$ cat src/rtl/alu_ser_pkg.sv
// rtl/alu_ser_pkg.sv - shared types and constants for the ALU result serializer
//
// Purpose: serializer FSM state type, frame length helper and byte-index width.
// Ports: none (package).

package alu_ser_pkg;

  typedef enum logic {
    IDLE = 1'b0,
    SEND = 1'b1
  } ser_state_e;

  // Byte index register width; comfortably covers any practical frame length.
  localparam int unsigned IDX_W = 8;

  // Bytes per frame: result bytes plus an optional trailing carry byte.
  function automatic int unsigned nbytes(input int unsigned out_width,
                                         input int unsigned send_carry);
    return (out_width / 8) + ((send_carry != 0) ? 1 : 0);
  endfunction

endpackage

$ cat src/rtl/alu_res_holdbuf.sv
// rtl/alu_res_holdbuf.sv - one-entry holding buffer for a formatted result frame
//
// Purpose: holds one frame that arrived while another frame is being sent.
// Ports:
//   clk, rst   clock and synchronous active-high reset
//   load_i     write data_i into the slot (wins over pop_i; slot stays full)
//   pop_i      release the slot
//   data_i     frame to store
//   data_o     stored frame
//   full_o     slot occupied

module alu_res_holdbuf #(
  parameter int unsigned W = 24
) (
  input  logic         clk,
  input  logic         rst,
  input  logic         load_i,
  input  logic         pop_i,
  input  logic [W-1:0] data_i,
  output logic [W-1:0] data_o,
  output logic         full_o
);

  logic [W-1:0] data_q;
  logic         full_q;

  always_ff @(posedge clk) begin
    if (rst) begin
      data_q <= '0;
      full_q <= 1'b0;
    end else begin
      if (load_i) begin
        data_q <= data_i;
        full_q <= 1'b1;
      end else if (pop_i) begin
        full_q <= 1'b0;
      end
    end
  end

  assign data_o = data_q;
  assign full_o = full_q;

endmodule

$ cat src/rtl/alu_result_serializer.sv
// rtl/alu_result_serializer.sv - streams ALU results as LSB-first bytes over valid/ready
//
// Purpose: captures each rising edge of res_valid, formats the result (plus optional
// carry byte) into a frame and sends it byte by byte; one further result may wait in
// a holding buffer, later ones are dropped and counted.
// Ports:
//   clk, rst      clock and synchronous active-high reset
//   res_in        result word; carry_in carry bit; res_valid level-valid flag
//   tx_data       byte out; tx_valid byte valid; tx_ready downstream accept
//   busy          frame in progress or entry pending
//   frame_done    pulse after the last byte of a frame is transferred
//   drop_pulse    pulse when a result is discarded; drop_count saturating drop tally

module alu_result_serializer
  import alu_ser_pkg::*;
#(
  parameter int unsigned OUT_WIDTH  = 16,
  parameter bit          SEND_CARRY = 1'b1
) (
  input  logic                 clk,
  input  logic                 rst,
  input  logic [OUT_WIDTH-1:0] res_in,
  input  logic                 carry_in,
  input  logic                 res_valid,
  output logic [7:0]           tx_data,
  output logic                 tx_valid,
  input  logic                 tx_ready,
  output logic                 busy,
  output logic                 frame_done,
  output logic                 drop_pulse,
  output logic [7:0]           drop_count
);

  localparam int unsigned     NBYTES   = nbytes(OUT_WIDTH, 32'(SEND_CARRY));
  localparam int unsigned     FW       = NBYTES * 8;
  localparam logic [IDX_W-1:0] LAST_IDX = IDX_W'(NBYTES - 1);

  ser_state_e       state_q, state_d;
  logic [IDX_W-1:0] idx_q, idx_d;
  logic [FW-1:0]    act_q, act_d;
  logic             prev_valid_q;
  logic             done_q, done_d;
  logic             drop_q, drop_d;
  logic [7:0]       dcnt_q, dcnt_d;

  logic [FW-1:0]    new_frame;
  logic [FW-1:0]    hb_data;
  logic             hb_full;
  logic             hb_load;
  logic             hb_pop;
  logic             new_res;
  logic             xfer;
  logic             last_byte;

  // Frame is formatted at capture time so the active register is a plain
  // right-shift register: the byte on the wire is always its low byte.
  generate
    if (SEND_CARRY) begin : g_carry
      assign new_frame = {7'b0, carry_in, res_in};
    end else begin : g_nocarry
      logic unused_carry;
      assign unused_carry = carry_in;
      assign new_frame    = res_in;
    end
  endgenerate

  assign new_res   = res_valid & ~prev_valid_q;
  assign tx_valid  = (state_q == SEND);
  assign xfer      = tx_valid & tx_ready;
  assign last_byte = (idx_q == LAST_IDX);

  alu_res_holdbuf #(
    .W (FW)
  ) u_holdbuf (
    .clk    (clk),
    .rst    (rst),
    .load_i (hb_load),
    .pop_i  (hb_pop),
    .data_i (new_frame),
    .data_o (hb_data),
    .full_o (hb_full)
  );

  always_comb begin
    state_d = state_q;
    idx_d   = idx_q;
    act_d   = act_q;
    done_d  = 1'b0;
    drop_d  = 1'b0;
    dcnt_d  = dcnt_q;
    hb_load = 1'b0;
    hb_pop  = 1'b0;

    case (state_q)
      IDLE: begin
        if (new_res) begin
          act_d   = new_frame;
          idx_d   = '0;
          state_d = SEND;
        end
      end

      SEND: begin
        if (xfer) begin
          if (!last_byte) begin
            idx_d = idx_q + 1'b1;
            act_d = act_q >> 8;
          end else begin
            done_d = 1'b1;
            idx_d  = '0;
            if (hb_full) begin
              // Promote the waiting frame; a simultaneous new result
              // takes over the slot being freed.
              act_d   = hb_data;
              hb_pop  = 1'b1;
              hb_load = new_res;
            end else if (new_res) begin
              act_d = new_frame;
            end else begin
              act_d   = '0;
              state_d = IDLE;
            end
          end
        end

        // Results not already absorbed by the end-of-frame handling above.
        if (new_res && !(xfer && last_byte)) begin
          if (!hb_full) begin
            hb_load = 1'b1;
          end else begin
            drop_d = 1'b1;
            if (dcnt_q != 8'hFF) begin
              dcnt_d = dcnt_q + 8'd1;
            end
          end
        end
      end

      default: state_d = IDLE;
    endcase
  end

  always_ff @(posedge clk) begin
    if (rst) begin
      state_q      <= IDLE;
      idx_q        <= '0;
      act_q        <= '0;
      prev_valid_q <= 1'b0;
      done_q       <= 1'b0;
      drop_q       <= 1'b0;
      dcnt_q       <= 8'h00;
    end else begin
      state_q      <= state_d;
      idx_q        <= idx_d;
      act_q        <= act_d;
      prev_valid_q <= res_valid;
      done_q       <= done_d;
      drop_q       <= drop_d;
      dcnt_q       <= dcnt_d;
    end
  end

  assign tx_data    = tx_valid ? act_q[7:0] : 8'h00;
  assign busy       = tx_valid | hb_full;
  assign frame_done = done_q;
  assign drop_pulse = drop_q;
  assign drop_count = dcnt_q;

endmodule

$ cat config.mk
export PLATFORM = sky130hd
export DESIGN_NAME = alu_result_serializer
export DESIGN_NICKNAME = d
export VERILOG_FILES = /design/src/rtl/alu_ser_pkg.sv /design/src/rtl/alu_res_holdbuf.sv /design/src/rtl/alu_result_serializer.sv
export SDC_FILE = /design/constraint.sdc
export NUM_CORES = 1
export LEC_CHECK = 0
export ABC_AREA = 1
export BUFFER_PORTS_ARGS = -buffer_cell sky130_fd_sc_hd__buf_4
export CAP_MARGIN = 10
export CORE_UTILIZATION = 30
export CTS_BUF_LIST = sky130_fd_sc_hd__clkbuf_16
export DETAILED_ROUTE_END_ITERATION = 12
export GPL_TIMING_DRIVEN = 0
export PLACE_DENSITY = 0.45
export SYNTH_ARGS = -nofsm -noshare
export SYNTH_HDL_FRONTEND = slang
export SYNTH_SLANG_ARGS = --single-unit
$ cat constraint.sdc
create_clock -name clk -period 2.58 [get_ports clk]
set_input_delay 0 -clock clk [delete_from_list [all_inputs] [get_ports clk]]
set_output_delay 0 -clock clk [all_outputs]
set_load 0.02 [all_outputs]
# Word level (Yosys, flattened, before mapping)
# Cells that the tools add are included.
# word_totals
regBits	62
latchBits	0
mem_bits_rw	0
mem_bits_ro	0
input_bits	21
out_inout_bits	20
word_cells	59
n_memories	0
# op_classes
addsub	2
multipliers	0
n_div	0
magnitude_cmp	0
eq_ne	4
shift	0
mux	29
bitwise_logic	7
n_reduce_logical	8
# op_table
operator	n
17-bit two-way mux	3
24-bit two-way mux	2
24-bit one-hot mux with 2 select lines	1
8-bit two-way mux	4
1-bit two-way mux	17
8-bit by 1-bit adder with 8-bit output, second input constant	2
8-bit one-hot mux with 2 select lines	1
8-bit by 2-bit == test with 1-bit output, second input constant	1
8-bit inequality test, second input constant	1
3-bit OR reduction	2
1-bit inverter	4
4-bit AND reduction	1
1-bit AND	2
1-bit logical AND	2
2-bit by 1-bit inequality test with 1-bit output, second input constant	1
2-bit inequality test, second input constant	1
1-bit one-hot mux with 2 select lines	1
2-bit AND reduction	1
2-bit nonzero test	1
1-bit logical NOT	1
1-bit bitwise OR	1

# Depth between registers and ports, before layout
# Gate-level depths: netlist of run 1.
# logic_depth
ltp_word	9
mapped_depth	10
ltp_nobuf	9

# Modules after synthesis
# From an unflattened synthesis of run 1, not the netlist that was laid out.
# unflattened
cells_unflattened	480
hier_area_um2	3408.3
# by_module_without_submodules
mod	n_inst	cells_per_inst	area_each_um2
alu_result_serializer	1	372	2539.9
alu_res_holdbuf	1	108	868.3

# Least setup slack after synthesis of run 1
# No wires, ideal clock.
# synth_path
path_type	register to register
start	register dcnt_q[0] (netlist: drop_count[0])
end	register dcnt_q[6] (netlist: drop_count[6])
setup_time_ps	132
arrival_ps	1381
required_time_ps	2448
path_slack_ps	1066
path_stages_with_launch	8
period_less_slack_ps	1514
path_cell_list	dfxtp_1 > ha_1 > nand2_1 > nor2_1 > a21oi_2 > nand3_4 > nand2_1 > a21oi_1
# synth_via
elab_chain_len	2
word_cells_on_any_way	3
# synth_lines
item	line	text
start, declared	alu_result_serializer.sv:44	logic [7:0] dcnt_q, dcnt_d;
start signal, assigned	alu_result_serializer.sv:159	dcnt_q <= dcnt_d;
branches (longest 2 deep; another with 8-bit by 1-bit adder with 8-bit output)	n/a	
# Parallel ways; which one is timed is not known.
# A chain may end at the register's enable or synchronous reset.

# Worst setup path in the final report of run 1
# layout_path
start	register state_q (netlist: tx_valid)
end	output port tx_data[6]
# layout_via
elab_chain_len	1
# layout_lines
item	line	text
start, declared	alu_result_serializer.sv:38	ser_state_e state_q, state_d;
start signal, assigned	alu_result_serializer.sv:153	state_q <= state_d;
8-bit two-way mux	alu_result_serializer.sv:163	assign tx_data = tx_valid ? act_q[7:0] : 8'h00;
end, declared	alu_result_serializer.sv:25	output logic [7:0] tx_data,
# Every way passes these cells.

==> qor.yml, run 1 <==
outcome: "complete, no violations"
globalplace.congestion: 0.7988
rr_startpoint: "prev_valid_q$_SDFF_PP0_"
ios: 41
cp-start-kind: "flip-flop"
clk_latency_ns: 0.30
nFillCells: 1082
fp.dieW_um: 102.6
place_ws_ns: 0.8146
grt.total_usage: 0.1819
routed_wl_um: 9100
synth-seq-area-share: 0.3626
final_util: 0.3738
leakage_nw: 1.517
first_pass_iters: 5
nets: 505
netlist-cell-type-count: 31
min_period_ns: 1.908
wl_per_cell_um: 14.80
fmax_ghz: 0.5241
grt_pass1_vias: 2747
cts_tree: "yes"
syn-cell-area_um2: 3037
arrival_ns: 1.91
end_kind: "primary output"
hold_depth: 2
syn_nets: 457
holdBufCountCts: 2
cts-root-buf: "clkbuf_16"
power_density_nw_per_um2: 520.6
fin_crit_sh: 0.7396
critPathKind: "reg -> out"
cap_viol_max_count: 0
finalClockSkew_ns: 0.008996
via_count: 2986
worstRegToRegCells: 8
critical_path_required_ns: 2.58
dieArea_um2: 10530
grt_pass1_wl_um: 14470
syn_avg_cell_area_um2: 7.013
hold_end: "drop_count[3]$_SDFFE_PP0P_"
post_cts_resize_count: 0
start_util: 0.3107
ant_nets: 0
cp_max_fo: 10
synth-seq-cells: 55
r2r-end: "act_q[2]$_SDFFE_PP0P_"
cts_buffers: 5
die_h_um: 102.6
setup_viol: 0
rows: 36
maxSlewHeadroom: 0.6394
via_per_inst: 4.855
tns_ns: 0
drive_above_1_share: 0.2012
post-route-worst-setup-slack_ns: 0.6719
clk_pin_slew_worst_paths_ns: 0.08
place.port_buffers: 39
finalHoldViolations: 0
synth_warnings: 0
htree_levels: 2
clockBufferDepth: 2
grt_remaining_overflow: 0
ir_drop_mv: 0.3022
slew_viol_final: 0
drt-initial-drc-count: 189
rsz0062_at_grt: "false"
area_growth_pct: 20.31
grt_max_degree: 16
worstMarginPinSlew_ns: 0.5409
diodes: 0
hp-class: "in -> reg"
hpwl_um: 6253
post_cts_buffers: 0
min_from: "rst"
drc: 0
clock-sinks: 55
core_um2: 9774
grt_antenna_before_repair: 0
regToRegSetupSlack_ns: 0.78
synth_cells: 433
## synth_stat cells
master    count  area (um^2)
nand2_1      92        345.3
o211ai_1      8        60.06
buf_6         3        33.78
inv_2         5        18.77
buf_4         4        30.03
buf_12        1        20.02
nor2_2       13        81.33
nor2_1       33        123.9
or2_0         1        6.260
ha_1          3        37.54
nand3_1      22        110.1
a21o_2        1        8.760
inv_1        40        150.1
buf_2         8        40.04
nor2_8        3        60.06
clkbuf_1      6        22.52
nand2_4       1        11.26
nand3b_1      3        22.52
a21oi_1      43        215.2
nand2_2       7        43.79
dfxtp_1      55         1101
o31ai_1       1        7.510
a21oi_2       2        17.52
buf_1         2        7.510
o21ai_0      41        205.2
nand4_1      25        156.4
nand3_4       2        35.03
nor4_1        1        6.260
xor2_1        3        26.28
nor2_4        2        22.52
nor3_1        2        10.01
## worst max-delay path, cell delays in order, from the launching register on
cell      delay [ns]
dfxtp_1         0.40
clkbuf_1        0.42
buf_1           0.46
nand2_1         0.12
inv_1           0.07
buf_4           0.13
## metal layers
layer,vias to the layer above,wire length [um],GRT usage
met5,-,0,0
met4,0,88,0.04286
met3,9,394,0.02780
met2,62,4352,0.3015
met1,1392,4265,0.2474
li1,1523,-,-
## state kept, by name (all words and copies together), names as in the netlist
name	flops
prev_valid_q	1
frame_done	1
drop_pulse	1
idx_q	8
tx_valid	1
u_holdbuf.data_o	17
act_q	17
drop_count	8
u_holdbuf.full_o	1
## report_power, final
| part | internal (mW) | switching [mW] | leakage (nW) | total [mW] |
|---|---|---|---|---|
| sequential | 0.894 | 0.0288 | 0.449 | 0.923 |
| clock | 0.353 | 0.329 | 0.0762 | 0.682 |
| combinational | 0.107 | 0.190 | 0.991 | 0.297 |
## final cells by class
class,instances,area [um^2],area share
multi-input combinational,309,1613,0.4414
sequential,55,1101,0.3014
timing repair buffer,41,312.8,0.08562
inverter,45,168.9,0.04623
tap,133,166.4,0.04555
buffer,24,153.9,0.04212
clock buffer,5,125.1,0.03425
clock inverter,3,12.51,0.003425
## through the flow
stage	power (mW)	cells	area, um^2	hold WS (ns)
final	1.902	615	3654	0.005930
after global routing	1.985	615	3654	0.01489
after CTS	1.921	615	3654	0.006388
after detailed placement	1.239	605	3496	0.2239
after global placement	1.237	605	3496	0.2203
after floorplan	1.124	433	3037	0.1168
## how the worst max path moves through the flow
stage | from | to | slack [ns] | cells after the start
finish | tx_valid$_SDFF_PP0_ | tx_data[6] | 0.67 | 5
global route | tx_valid$_SDFF_PP0_ | tx_data[5] | 0.52 | 5
CTS | tx_valid$_SDFF_PP0_ | tx_data[6] | 0.66 | 5
detailed placement | prev_valid_q$_SDFF_PP0_ | act_q[2]$_SDFFE_PP0P_ | 0.81 | 8
global placement | prev_valid_q$_SDFF_PP0_ | act_q[2]$_SDFFE_PP0P_ | 0.79 | 8
floorplan | drop_count[0]$_SDFFE_PP0P_ | drop_count[6]$_SDFFE_PP0P_ | 1.07 | 7
## placed cells by master, fill, tap and decap left out, types with 3 or more instances in the layout
| master | n |
|---|---|
| buf_2 | 8 |
| clkbuf_16 | 5 |
| o211ai_1 | 8 |
| nand2_1 | 92 |
| nand2_2 | 7 |
| nor2_2 | 13 |
| buf_6 | 3 |
| clkbuf_1 | 6 |
| nand3b_1 | 3 |
| nand4_1 | 25 |
| xor2_1 | 3 |
| o21ai_0 | 41 |
| inv_2 | 5 |
| nor2_1 | 33 |
| inv_1 | 42 |
| buf_4 | 43 |
| a21oi_1 | 43 |
| ha_1 | 3 |
| nor2_8 | 3 |
| nand3_1 | 22 |
| dfxtp_1 | 55 |
## kinds of logic after synthesis
kind of cell,Yosys count,share of synthesized area
buf+inv,69,0.1063
flops,55,0.3626
fa+ha+maj,3,0.01236
compound gates,96,0.1694
xor+xnor,3,0.008654
simple gates,207,0.3408
No activity file was read; power rests on OpenSTA's default activity.
==> inputs of run 2 (changes only) <==
Settings changed: ABC_AREA 1 to 0, PLACE_DENSITY 0.45 to 0.47.
Clock period 2.58 ns to 1.6 ns, I/O delays scaled along.
==> run 2 against run 1 <==
Against the previous run:
- the run now ends with negative setup slack left
- clock-buffer cell count unchanged
- die area decreased by 4.0%
- clock skew about the same
- area after synthesis decreased by 4.0%
- clock power increased by 83%
- synthesized cell count decreased by 16%
- final area increased by 17%
- core utilization increased by 8.3 points
- cell count decreased by 6.7%
- highest routed layer unchanged
==> qor.yml, run 2 <==
hp-class: "in -> reg"
synth_warnings: 0
core_um2: 9328
timing.hold.ws_ns: 0.04636
fin_crit_sh: 1.163
cts-root-buf: "clkbuf_16"
synth_area_leaders: "dfxtp_1 (38%), nand2_1 (8.5%), mux2i_1 (5.8%), a311oi_2 (4.6%), nand2b_1 (4.3%)"
final_util: 0.4565
power_density_nw_per_um2: 785.8
hold_end: "idx_q[7]$_SDFFE_PP0P_"
rows: 35
fmax_ghz: 0.5372
syn_nets: 386
synth-seq-cells: 55
via_count: 2828
syn_avg_cell_area_um2: 8.050
yosysTopAreaCell: "dfxtp_1"
synthArstFlopShare: 0
finalHoldViolations: 0
rr_startpoint: "idx_q[0]$_SDFFE_PP0P_"
via_per_inst: 4.927
cts_buffers: 5
end_kind: "flip-flop"
wl_per_cell_um: 15.33
rsz0062_at_grt: "true"
final_common_cell: "nand2_1"
clk_pin_slew_worst_paths_ns: 0.07
hpwl_um: 5823
multiInputGateArea_um2: 1937
clock-sinks: 55
ir_drop_mv: 0.4141
grt_pass1_wl_um: 14210
dieArea_um2: 10110
post-route-worst-setup-slack_ns: -0.2616
regToRegSetupSlack_ns: -0.26
min_from: "rst"
outcome: "finished, violations left"
grt_remaining_overflow: 0
synth.most_common_cell: "nand2_1"
netlist-cell-type-count: 46
leakage_nw: 1.601
grt_max_degree: 17
drive_above_1_share: 0.3101
cts_tree: "yes"
grt.total_usage: 0.1804
clockBufferDepth: 2
maxSlewHeadroom: 0.4650
place.port_buffers: 40
max_stage_delay_ns: 0.36
min_period_ns: 1.862
seqCellArea_um2: 1109
place_ws_ns: -0.3562
htree_levels: 2
synth-edff-count: 0
ant_nets: 0
ios: 41
worst_path_max_delay_cell: "or3_4"
slew_viol_final: 0
setup_viol: 45
area_growth_pct: 46.11
syn-cell-area_um2: 2914
nFillCells: 901
power_mw: 3.346
cp_max_fo: 6
violations: "negative setup slack"
finalClockSkew_ns: 0.008900
final_cells: 574
worstMarginPinSlew_ns: 0.8025
grt_antenna_before_repair: 0
arrival_ns: 2.08
clk_latency_ns: 0.29
globalplace.congestion: 0.7376
first_pass_iters: 4
synth-seq-area-share: 0.3778
routed_wl_um: 8799
final_cell_mix: "nand2_1 (64), buf_4 (52), dfxtp_1 (51), nor2_1 (26)"
placedCellCount: 531
critical_path_required_ns: 1.82
r2r-end: "drop_count[0]$_SDFFE_PP0P_"
die_h_um: 100.6
tns_ns: -6.437
drt-initial-drc-count: 80
start_util: 0.3124
synth_ff_type: "dfxtp_1"
grt_pass1_vias: 2694
nets: 468
drc: 0
fp.dieW_um: 100.6
critPathKind: "reg -> reg"
diodes: 0
synth_top_area_frac: 0.3778
worstRegToRegCells: 9
hold_depth: 3
synth_cells: 362
design_area_um2: 4258
cap_viol_max_count: 0
cp_cell_sequence: "inv_2 -> ha_4 -> nor4b_4 -> buf_4 -> buf_6 -> a21o_4 -> buf_12 -> or3_4 -> a21oi_2"
placed_area_um2: 3408
synth_common_cells: "nand2_1 (66), dfxtp_1 (55), nor2_1 (27), clkbuf_1 (22), o21ai_0 (22)"
cp-start-kind: "flip-flop"
run 2: how the worst max path moves through the flow:
stage | start | endpoint | slack, ns | depth (start not counted)
floorplan | idx_q[0]$_SDFFE_PP0P_ | u_holdbuf.data_o[10]$_SDFFE_PP0P_ | -0.07 | 8
global placement | idx_q[0]$_SDFFE_PP0P_ | u_holdbuf.data_o[9]$_SDFFE_PP0P_ | -0.34 | 8
detailed placement | idx_q[0]$_SDFFE_PP0P_ | u_holdbuf.data_o[7]$_SDFFE_PP0P_ | -0.36 | 8
CTS | idx_q[0]$_SDFFE_PP0P_ | drop_count[4]$_SDFFE_PP0P_ | -0.20 | 7
global route | idx_q[0]$_SDFFE_PP0P_ | drop_count[0]$_SDFFE_PP0P_ | -0.31 | 9
finish | idx_q[0]$_SDFFE_PP0P_ | drop_count[0]$_SDFFE_PP0P_ | -0.26 | 9
run 2: worst max-delay path, delay by kind of cell, from the launching register on:
kind	cells	cell delay (ns)
simple gates	2	0.48
flops	1	0.35
compound gates	2	0.36
buf+inv	4	0.47
fa+ha+maj	1	0.15
run 2: cell type report:
cell class,count,share of cell area
repair buffers,77,0.1663
multi-input cells,274,0.4549
plain buffers,25,0.03644
clock buffers,5,0.02939
well taps,129,0.03791
flip-flops and latches,55,0.2604
clock inverters,3,0.009110
inverters,6,0.005583
run 2: power breakdown:
group | total [mW] | switching [mW] | internal (mW)
logic | 0.627 | 0.351 | 0.276
clock network | 1.25 | 0.518 | 0.732
registers | 1.47 | 0.0348 | 1.43
total | 3.35 | 0.904 | 2.44
run 2: what timing repair did:
action,4_1_cts,5_1_grt
endpoints found under the setup margin,53,57
buffers inserted,12,8
endpoints found under the hold margin,18,0
cloned,1,0
hold buffers,18,0
pin swaps,14,7
resized for setup,35,44
run 2: logic make-up after synthesis:
logic type               after synthesis  synth area share
multiplexers                          19           0.06612
flip-flops                            55            0.3778
AO/OA/AOI/OAI                         77            0.1928
buffers and inverters                 33           0.05195
AND/OR/NAND/NOR                      174            0.2950
adder cells (fa/ha/maj)                4           0.01632
run 2: routing by layer:
metal / global-route usage / part of all wire / up-vias
li1: - / - / 1442
met1: 0.2519 / 0.50 / 1329
met2: 0.2935 / 0.46 / 45
met3: 0.02080 / 0.021 / 12
met4: 0.05017 / 0.017 / 0
met5: 0 / 0 / -
==> inputs of run 3 (changes only) <==
Settings changed: CTS_CLUSTER_DIAMETER from default to 30, GPL_TIMING_DRIVEN 0 to default.
==> run 3 against run 2 <==
Against the previous run:
- the flow still finishes with violations (negative setup slack)
- combinational power shrank 4.3%
- first-iteration DRC count grew 44%
- wire length shrank 6.7%
- sequential cell count is the same
- clock-buffer cell count is the same
- register-to-register slack gained 0.13 ns
- global-route usage shrank 1.3 points
- clock skew shrank 0.0036 ns
- clock power shrank 14%
- sequential power is essentially flat
- critical endpoint is now drop_count[4]$_SDFFE_PP0P_
==> qor.yml, run 3 (synthesized netlist as in run 2, its figures left out) <==
drt-initial-drc-count: 115
fp.dieW_um: 100.6
finalClockSkew_ns: 0.005325
ios: 41
grtUsageMet1: 0.2208
post-route-worst-setup-slack_ns: -0.1292
setup_viol: 40
area_growth_pct: 42.21
first_pass_iters: 5
rsz0062_at_grt: "true"
grt.total_usage: 0.1673
fmax_ghz: 0.5783
end_kind: "flip-flop"
cts-root-buf: "clkbuf_16"
final_cell_mix: "buf_4 (69), nand2_1 (66), dfxtp_1 (51), nor2_1 (25)"
critical_path_required_ns: 1.78
endpoint: "drop_count[4]$_SDFFE_PP0P_"
nets: 461
grt_util_met2: 0.2898
die_h_um: 100.6
wl_per_cell_um: 14.48
min_period_ns: 1.729
grt_pass1_vias: 2665
routed_wl_um: 8208
grt_remaining_overflow: 0
place.port_buffers: 40
critPathKind: "reg -> reg"
grt_antenna_before_repair: 0
htree_levels: 2
drive_above_1_share: 0.3196
dieArea_um2: 10110
worst_path_max_delay_cell: "mux2_2"
globalplace.congestion: 0.7534
outcome: "finished, violations left"
worstSetupStartpoint: "idx_q[0]$_SDFFE_PP0P_"
worstRegToRegCells: 7
hp-class: "in -> reg"
max_stage_delay_ns: 0.36
rows: 35
design_area_um2: 4144
final_common_cell: "buf_4"
clk_pin_slew_worst_paths_ns: 0.07
cts_tree: "yes"
finalHoldViolations: 0
power_density_nw_per_um2: 759.3
drc: 0
cp_cell_sequence: "inv_2 -> ha_4 -> nor4b_4 -> buf_4 -> a21o_1 -> nor4_2 -> mux2_2"
rr_startpoint: "idx_q[0]$_SDFFE_PP0P_"
ant_nets: 0
clockBufferDepth: 2
cp-start-kind: "flip-flop"
ir_drop_mv: 0.5822
worstMarginPinSlew_ns: 0.4116
start_util: 0.3124
diodes: 0
slew_viol_final: 0
placed_area_um2: 3566
grt_max_degree: 31
fin_crit_sh: 1.081
busiest_layer: "met2"
r2r-end: "drop_count[4]$_SDFFE_PP0P_"
grt_pass1_wl_um: 13350
clk_latency_ns: 0.29
place_ws_ns: -0.1906
via_per_inst: 4.907
arrival_ns: 1.91
hpwl_um: 5236
regToRegSetupSlack_ns: -0.13
leakage_nw: 1.577
cp_max_fo: 7
cap_viol_max_count: 0
cts_buffers: 5
use_met3: 0.02288
tns_ns: -2.501
violations: "negative setup slack"
maxSlewHeadroom: 0.7245
via_count: 2782
clock-sinks: 55
core_um2: 9328
run 3: timing repair:
item,CTS,global route
buffers inserted,1,1
endpoints found under the hold margin,17,0
endpoints found under the setup margin,47,49
pin swaps,2,18
cloned,1,2
hold buffers,17,0
resized for setup,7,34
run 3: metal layers:
layer,share of wire,vias to the layer above,wire length (um)
li1,-,1432,-
met3,0.020,6,167
met5,0,-,0
met1,0.49,1309,4053
met2,0.48,35,3906
met4,0.0099,0,81
run 3: area by class of cell:
type,count,area (um^2)
well taps,129,161.4
fillers,944,5184
inverters,6,22.52
repair buffers,95,868.3
multi-input cells,274,1844
clock inverters,3,16.27
clock buffers,5,125.1
flip-flops and latches,55,1106
run 3: worst min-delay path by stage:
| stage | from | to | slack, ns | cells past startpoint |
|---|---|---|---|---|
| after floorplan | res_valid | prev_valid_q$_SDFF_PP0_ | 0.13 | 1 |
| after global placement | res_valid | prev_valid_q$_SDFF_PP0_ | 0.25 | 2 |
| after detailed placement | res_valid | prev_valid_q$_SDFF_PP0_ | 0.25 | 2 |
| after CTS | res_in[10] | u_holdbuf.data_o[10]$_SDFFE_PP0P_ | 0.01 | 3 |
| after global routing | res_in[10] | u_holdbuf.data_o[10]$_SDFFE_PP0P_ | 0.02 | 3 |
| final | res_in[10] | u_holdbuf.data_o[10]$_SDFFE_PP0P_ | 0.02 | 3 |
run 3: stage by stage:
step                      std cells  hold slack, ns  power, mW    util
final                           567         0.01777      3.146  0.4443
after global routing            567         0.02071      3.299  0.4443
after CTS                       564         0.01072      3.148  0.4220
after detailed placement        537          0.2510      2.016  0.3823
after global placement          537          0.2510      2.008  0.3823
after floorplan                 362          0.1282      1.815       -
run 3: report_power, final:
part	switching [mW]	leakage, nW	internal, mW	total, mW
Combinational	0.323	1.05	0.277	0.600
Sequential	0.0371	0.450	1.44	1.47
Clock	0.500	0.0726	0.574	1.07
Total	0.860	1.58	2.29	3.15
run 3: critical path: cells and delay by family, from the launching register on:
family / cells / cell delay (ns)
buffers and inverters: 2 / 0.20
AO/OA/AOI/OAI: 1 / 0.19
multiplexers: 1 / 0.36
adder cells (fa/ha/maj): 1 / 0.14
AND/OR/NAND/NOR: 2 / 0.40
flip-flops: 1 / 0.33
